**config.mk**
```make
export PLATFORM = sky130hd
export DESIGN_NAME = lut_prog
export DESIGN_NICKNAME = d
export VERILOG_FILES = /design/src/rtl/lut_prog.sv
export SDC_FILE = /design/constraint.sdc
export NUM_CORES = 1
export LEC_CHECK = 0
export BUFFER_PORTS_ARGS = -buffer_cell sky130_fd_sc_hd__buf_2
export CORE_AREA = 3 3 108 110
export CTS_CLUSTER_SIZE = 20
export DETAILED_ROUTE_END_ITERATION = 12
export DIE_AREA = 0 0 111 113
export PLACE_DENSITY = 0.73
export RECOVER_POWER = 50
export SLEW_MARGIN = 40
export SYNTH_ARGS = -nofsm -noshare
export SYNTH_HDL_FRONTEND = slang
export SYNTH_SLANG_ARGS = --single-unit
export TNS_END_PERCENT = 100
```
**constraint.sdc**
```tcl
create_clock -name Clk -period 1.95 [get_ports Clk]
set_input_delay 0.0975 -clock Clk [delete_from_list [all_inputs] [get_ports Clk]]
set_output_delay 0.0975 -clock Clk [all_outputs]
set_load 0.05 [all_outputs]
```
**src/rtl/lut_prog.sv**
```systemverilog
// ---------------------------------------------------------------------------
// lut_prog: programmable registered lookup table, DEPTH entries of WIDTH bits.
// Self-initialises after reset to the standard constant set:
//   entry k < WIDTH  -> 1 << k
//   entry k == WIDTH -> 0
//   entry k > WIDTH  -> all ones
// After initialisation, reads return data one cycle later, fully pipelined.
// Run-time writes retarget entries.
//
// Build option:
//   LUT_BYPASS_EN  defined   -> a same-edge read and write to one in-range
//                               address returns WrData (write-first)
//                  undefined -> that read returns the old entry (read-first)
//
// Ports:
//   Clk      in   clock; all state changes on its rising edge
//   Reset    in   synchronous active-high reset; restarts initialisation
//   RdEn     in   read request
//   RdAddr   in   [AW]    read index
//   RdData   out  [WIDTH] registered read data; holds when there is no read
//   RdValid  out  RdData was updated by a read this cycle
//   WrEn     in   write request
//   WrAddr   in   [AW]    write index
//   WrData   in   [WIDTH] write data
//   Busy     out  initialisation in progress; requests are ignored
// ---------------------------------------------------------------------------
module lut_prog #(
    parameter  int unsigned WIDTH = 8,
    parameter  int unsigned DEPTH = 16,
    localparam int unsigned AW    = $clog2(DEPTH)
) (
    input  logic             Clk,
    input  logic             Reset,
    input  logic             RdEn,
    input  logic [AW-1:0]    RdAddr,
    output logic [WIDTH-1:0] RdData,
    output logic             RdValid,
    input  logic             WrEn,
    input  logic [AW-1:0]    WrAddr,
    input  logic [WIDTH-1:0] WrData,
    output logic             Busy
);

    typedef enum logic {
        ST_INIT  = 1'b0,
        ST_READY = 1'b1
    } state_e;

    localparam logic [AW-1:0] LAST_IDX = AW'(DEPTH - 1);

    // Default content for a given entry index.
    function automatic logic [WIDTH-1:0] default_entry(input logic [AW-1:0] idx);
        int unsigned k;
        k = 32'(idx);
        if (k < WIDTH) begin
            return WIDTH'(1) << k;
        end else if (k == WIDTH) begin
            return '0;
        end else begin
            return '1;
        end
    endfunction

    state_e           state_q,    state_d;
    logic [AW-1:0]    init_cnt_q, init_cnt_d;
    logic [WIDTH-1:0] rd_data_q,  rd_data_d;
    logic             rd_valid_q, rd_valid_d;
    logic             busy_q,     busy_d;

    logic [WIDTH-1:0] mem_q [DEPTH];

    logic             mem_we_c;
    logic [AW-1:0]    mem_waddr_c;
    logic [WIDTH-1:0] mem_wdata_c;
    logic             rd_in_range_c;
    logic             wr_in_range_c;
    logic [AW-1:0]    rd_idx_c;

    // Address range checks; only matter when DEPTH is not a power of two.
    always_comb begin
        rd_in_range_c = (32'(RdAddr) < DEPTH);
        wr_in_range_c = (32'(WrAddr) < DEPTH);
        rd_idx_c      = rd_in_range_c ? RdAddr : '0;
    end

    // Next-state, table write port and read pipeline.
    always_comb begin
        state_d     = state_q;
        init_cnt_d  = init_cnt_q;
        rd_data_d   = rd_data_q;
        rd_valid_d  = 1'b0;
        mem_we_c    = 1'b0;
        mem_waddr_c = '0;
        mem_wdata_c = '0;

        case (state_q)
            ST_INIT: begin
                mem_we_c    = 1'b1;
                mem_waddr_c = init_cnt_q;
                mem_wdata_c = default_entry(init_cnt_q);
                if (init_cnt_q == LAST_IDX) begin
                    state_d = ST_READY;
                end else begin
                    init_cnt_d = init_cnt_q + AW'(1);
                end
            end
            ST_READY: begin
                // Out-of-range writes are dropped.
                if (WrEn && wr_in_range_c) begin
                    mem_we_c    = 1'b1;
                    mem_waddr_c = WrAddr;
                    mem_wdata_c = WrData;
                end
                if (RdEn) begin
                    rd_valid_d = 1'b1;
                    rd_data_d  = rd_in_range_c ? mem_q[rd_idx_c] : '0;
`ifdef LUT_BYPASS_EN
                    // Write-first: forward the same-edge write data.
                    if (WrEn && wr_in_range_c && (WrAddr == RdAddr)) begin
                        rd_data_d = WrData;
                    end
`endif
                end
            end
            default: begin
                state_d = ST_INIT;
            end
        endcase

        // A reset edge writes nothing; initialisation rebuilds every entry.
        if (Reset) begin
            mem_we_c = 1'b0;
        end

        busy_d = (state_d == ST_INIT);
    end

    // Control and output registers.
    always_ff @(posedge Clk) begin
        if (Reset) begin
            state_q    <= ST_INIT;
            init_cnt_q <= '0;
            rd_data_q  <= '0;
            rd_valid_q <= 1'b0;
            busy_q     <= 1'b1;
        end else begin
            state_q    <= state_d;
            init_cnt_q <= init_cnt_d;
            rd_data_q  <= rd_data_d;
            rd_valid_q <= rd_valid_d;
            busy_q     <= busy_d;
        end
    end

    // Table storage; contents are rebuilt by initialisation, so no reset.
    always_ff @(posedge Clk) begin
        if (mem_we_c) begin
            mem_q[mem_waddr_c] <= mem_wdata_c;
        end
    end

    assign RdData  = rd_data_q;
    assign RdValid = rd_valid_q;
    assign Busy    = busy_q;

endmodule
```
==> impl_metrics.tcl <==
set metrics [dict create \
    power.density_nw_per_um2 1000 \
    timing_worst_slew_pin_value_ps 671 \
    hold_path.class "in2reg" \
    area_growth_from_synthesis_to_layout_pct 20.9 \
    cpMaxStageDelayCell "sky130_fd_sc_hd__a221o_1" \
    worst-endpoint-arrival_ps 2080 \
    final_hold_viol_count 0 \
    worst-endpoint-required_ps 2200 \
    cts_tree "built" \
    first_pass_grt_wire_length_um 19700 \
    path_delay_family "adder cells" \
    clk_transition_reported_paths_ps 60 \
    crit_path_max_incr_delay_ps 330 \
    met1_length_um 5160 \
    ys_async_sr_fraction 0 \
    cts_buffers 17 \
    drt_pre_antenna_iters 4 \
    clock_tree.root_cell "sky130_fd_sc_hd__clkbuf_8" \
    synth_enable_flop_cells 128 \
    drt-wirelength-per-cell_um 23.5 \
    avgSynthCellArea_um2 18.4 \
    postLayoutSetupSlackWorst_ps 118 \
    stdcell_area_um2 6990 \
    post_detailed_route_count_of_antenna_violating_nets 0 \
    floorplan.die_area_um2 12500 \
    critical_path.startpoint_type "register" \
    p_leak_nw 2.46 \
    worst_skew_pair.late_latency_ps 520 \
    min_delay_worst_endpoint "mem_q[1][5]" \
    dr_wl_met2_um 6320 \
    critical-path-top-cell-by-count "sky130_fd_sc_hd__ha_1" \
    area_of_the_mapped_netlist_um2 5780 \
    post-dp-hpwl_um 8330 \
    reg2reg_from "init_cnt_q[0]" \
    pin_count_of_the_biggest_net_entering_global_routing 23 \
    unrepaired_setup_endpoints_after_global_routing "false" \
    worst_ir_drop_vdd_uv 506 \
    die_height_um 113 \
    final.period_utilization 0.939 \
    endpoint_kind "register" \
    nNetsFinal 418 \
    ant_diodes 0 \
    fin_crit_ps 1830 \
    initialDrtViolationCount 208 \
    post_route_cells_drive_above_1_share 0.309 \
    fill_cells 725 \
    min_from "WrData[5]" \
    via_count_normalized_by_instance_count 5.86 \
    pin_count 30 \
    antenna_found_initial 0 \
    overall_routed_net_length_um 12800 \
    dp_slack_ps 163 \
    number_of_synthesized_register_bits 143 \
    synthFlopType "sky130_fd_sc_hd__edfxtp_1" \
    synth_warn 0 \
    track_usage 0.219 \
    max_slew_margin 0.553 \
    ff2ff_path_depth 5 \
    synth_sequential_area_ratio 0.716 \
    cts_htree_levels 4 \
    core_area_um2 10800 \
    timing_worst_setup_path_type "reg2reg" \
    yosysUniqueCellTypes 40 \
    grt_pass1_vias 3446 \
    crit_fanout 16 \
    met3RoutedLength_um 1070 \
    cts_sinks 143 \
    setup_viol 0 \
    multiInputGateArea_um2 1540 \
    floorplan.initialDensity 0.536 \
    die_width_um 111 \
    port_buffers 29 \
    final_max_tran_viols 0 \
    maxCapViolations 0 \
    r2r_setup_slack_ps 120 \
    dpl.cell_count 511 \
    fin_cells 545 \
    drc_errors 0 \
    crit_path_cell_trace "clkbuf_1 -> ha_1 -> ha_1 -> a221o_1 -> clkbuf_4" \
    critical_path_buf_inv_count 2 \
    fin_skew_ps 7.40 \
    synth_nets 340 \
    floorplan.rows 38 \
    layout.area.seq_um2 4150 \
    detailroute.via_count 3196 \
    postCtsSetupRepairBufs 0 \
    critical_path.reg2reg.endpoint "mem_q[7][3]" \
    route.top_layer_used "met4" \
    place_congestion 0.912 \
    worstHoldPathCells 3 \
    cts_buffer_depth 2 \
    achievable-frequency_mhz 546 \
    run_status "completed" \
    number_of_standard_cells_after_synthesis 314 \
    grt_ovf 0 \
    dpl_cell_area_um2 6460 \
]
==> synthesized netlist by cell type, types with 3 or more instances <==
master / count / share of area
sky130_fd_sc_hd__clkbuf_1: 7 / 0.0045
sky130_fd_sc_hd__mux4_1: 5 / 0.023
sky130_fd_sc_hd__a221o_1: 6 / 0.010
sky130_fd_sc_hd__mux2i_1: 12 / 0.021
sky130_fd_sc_hd__and2_1: 3 / 0.0032
sky130_fd_sc_hd__edfxtp_1: 128 / 0.66
sky130_fd_sc_hd__ha_1: 6 / 0.013
sky130_fd_sc_hd__inv_1: 4 / 0.0026
sky130_fd_sc_hd__a21oi_1: 6 / 0.0052
sky130_fd_sc_hd__o21ai_1: 4 / 0.0035
sky130_fd_sc_hd__o21ai_0: 6 / 0.0052
sky130_fd_sc_hd__buf_2: 5 / 0.0043
sky130_fd_sc_hd__mux4_2: 25 / 0.097
sky130_fd_sc_hd__nor2_1: 25 / 0.016
sky130_fd_sc_hd__dfxtp_1: 15 / 0.052
sky130_fd_sc_hd__mux2_2: 8 / 0.016
sky130_fd_sc_hd__a22oi_1: 6 / 0.0078
sky130_fd_sc_hd__nand3b_1: 3 / 0.0039
sky130_fd_sc_hd__nor2b_1: 3 / 0.0032
sky130_fd_sc_hd__nand2_1: 10 / 0.0065
==> kinds of logic (layout without fill, tap and decap cells) <==
family / count (synthesis) / after routing / synth area share
fa+ha+maj: 6 / 6 / 0.0130
flops: 143 / 143 / 0.716
buf+inv: 20 / 111 / 0.0188
compound gates: 39 / 39 / 0.0476
mux: 50 / 50 / 0.156
simple gates: 54 / 54 / 0.0448
xor+xnor: 2 / 2 / 0.00303
==> worst reg2reg max path, cell delays in order, from the launching register on <==
cell and delay, ps:
sky130_fd_sc_hd__dfxtp_1 310, sky130_fd_sc_hd__clkbuf_1 200, sky130_fd_sc_hd__ha_1 310, sky130_fd_sc_hd__ha_1 200
sky130_fd_sc_hd__a221o_1 330, sky130_fd_sc_hd__clkbuf_4 210
==> layer usage <==
layer,track usage,up-vias
li1,-,1423
met1,0.288,1621
met2,0.351,133
met3,0.0663,19
met4,0.0780,0
met5,0,-
==> power breakdown <==
group	internal (mW)	switching, mW	total (mW)
sequential	3.40	0.0134	3.41
combinational	0.198	0.233	0.431
clock	2.00	1.17	3.17
total	5.59	1.42	7.01
==> cells in the final DEF (no fill, tap or decap), types with 4 or more instances in the layout <==
| cell type | netlist | layout |
|---|---|---|
| sky130_fd_sc_hd__mux4_1 | 5 | 5 |
| sky130_fd_sc_hd__inv_1 | 4 | 4 |
| sky130_fd_sc_hd__mux4_2 | 25 | 25 |
| sky130_fd_sc_hd__buf_4 | 1 | 24 |
| sky130_fd_sc_hd__clkbuf_2 | 0 | 6 |
| sky130_fd_sc_hd__buf_12 | 1 | 7 |
| sky130_fd_sc_hd__edfxtp_1 | 128 | 128 |
| sky130_fd_sc_hd__clkbuf_1 | 7 | 15 |
| sky130_fd_sc_hd__clkbuf_16 | 0 | 16 |
| sky130_fd_sc_hd__o21ai_0 | 6 | 9 |
| sky130_fd_sc_hd__mux2i_1 | 12 | 12 |
| sky130_fd_sc_hd__buf_2 | 5 | 21 |
| sky130_fd_sc_hd__a221o_1 | 6 | 6 |
| sky130_fd_sc_hd__dfxtp_1 | 15 | 14 |
| sky130_fd_sc_hd__mux2_2 | 8 | 8 |
| sky130_fd_sc_hd__a22oi_1 | 6 | 6 |
| sky130_fd_sc_hd__ha_1 | 6 | 6 |
| sky130_fd_sc_hd__nor2_1 | 25 | 25 |
| sky130_fd_sc_hd__a21oi_1 | 6 | 6 |
| sky130_fd_sc_hd__clkinvlp_4 | 0 | 4 |
| sky130_fd_sc_hd__nand2_1 | 10 | 10 |
==> layout make-up <==
cell class	count	area share
clock buffer	20	0.0637
clock inverter	12	0.0202
tap	140	0.0250
inverter	4	0.00215
multi-input combinational	151	0.220
timing repair buffer	75	0.0766
sequential	143	0.593
==> flip-flops by register name, indices dropped and copies added, names as in the netlist <==
register,count
state_q,1
RdValid,1
RdData,8
Busy,1
init_cnt_q,4
mem_q,128
==> repair_timing <==
item / 4_1_cts / 5_1_grt
setup endpoints to repair: 0 / 22
gates resized for setup: 0 / 1
hold endpoints to repair: 7 / 0
hold buffers: 2 / 0
==> through the flow <==
stage,hold slack (ps),utilization,power (mW),setup TNS (ps)
floorplan,270,-,3.73,-1250
global placement,394,0.598,3.90,-204
detailed placement,401,0.599,3.91,0
CTS,77.5,0.655,7.08,0
global route,99.8,0.648,7.23,0
finish,109,0.648,7.01,0
==> worst max-delay path by stage <==
stage	slack, ps	cells past startpoint	startpoint	to
2_1_floorplan	-50	6	state_q	mem_q[13][0]
6_report	120	5	init_cnt_q[0]	mem_q[7][3]
4_1_cts	140	5	state_q	mem_q[11][6]
3_5_place_dp	160	5	state_q	mem_q[11][6]
3_3_place_gp	-10	5	init_cnt_q[0]	mem_q[4][0]
5_1_grt	30	5	state_q	mem_q[13][1]
Note: power is estimated with default switching activity, not from simulation.
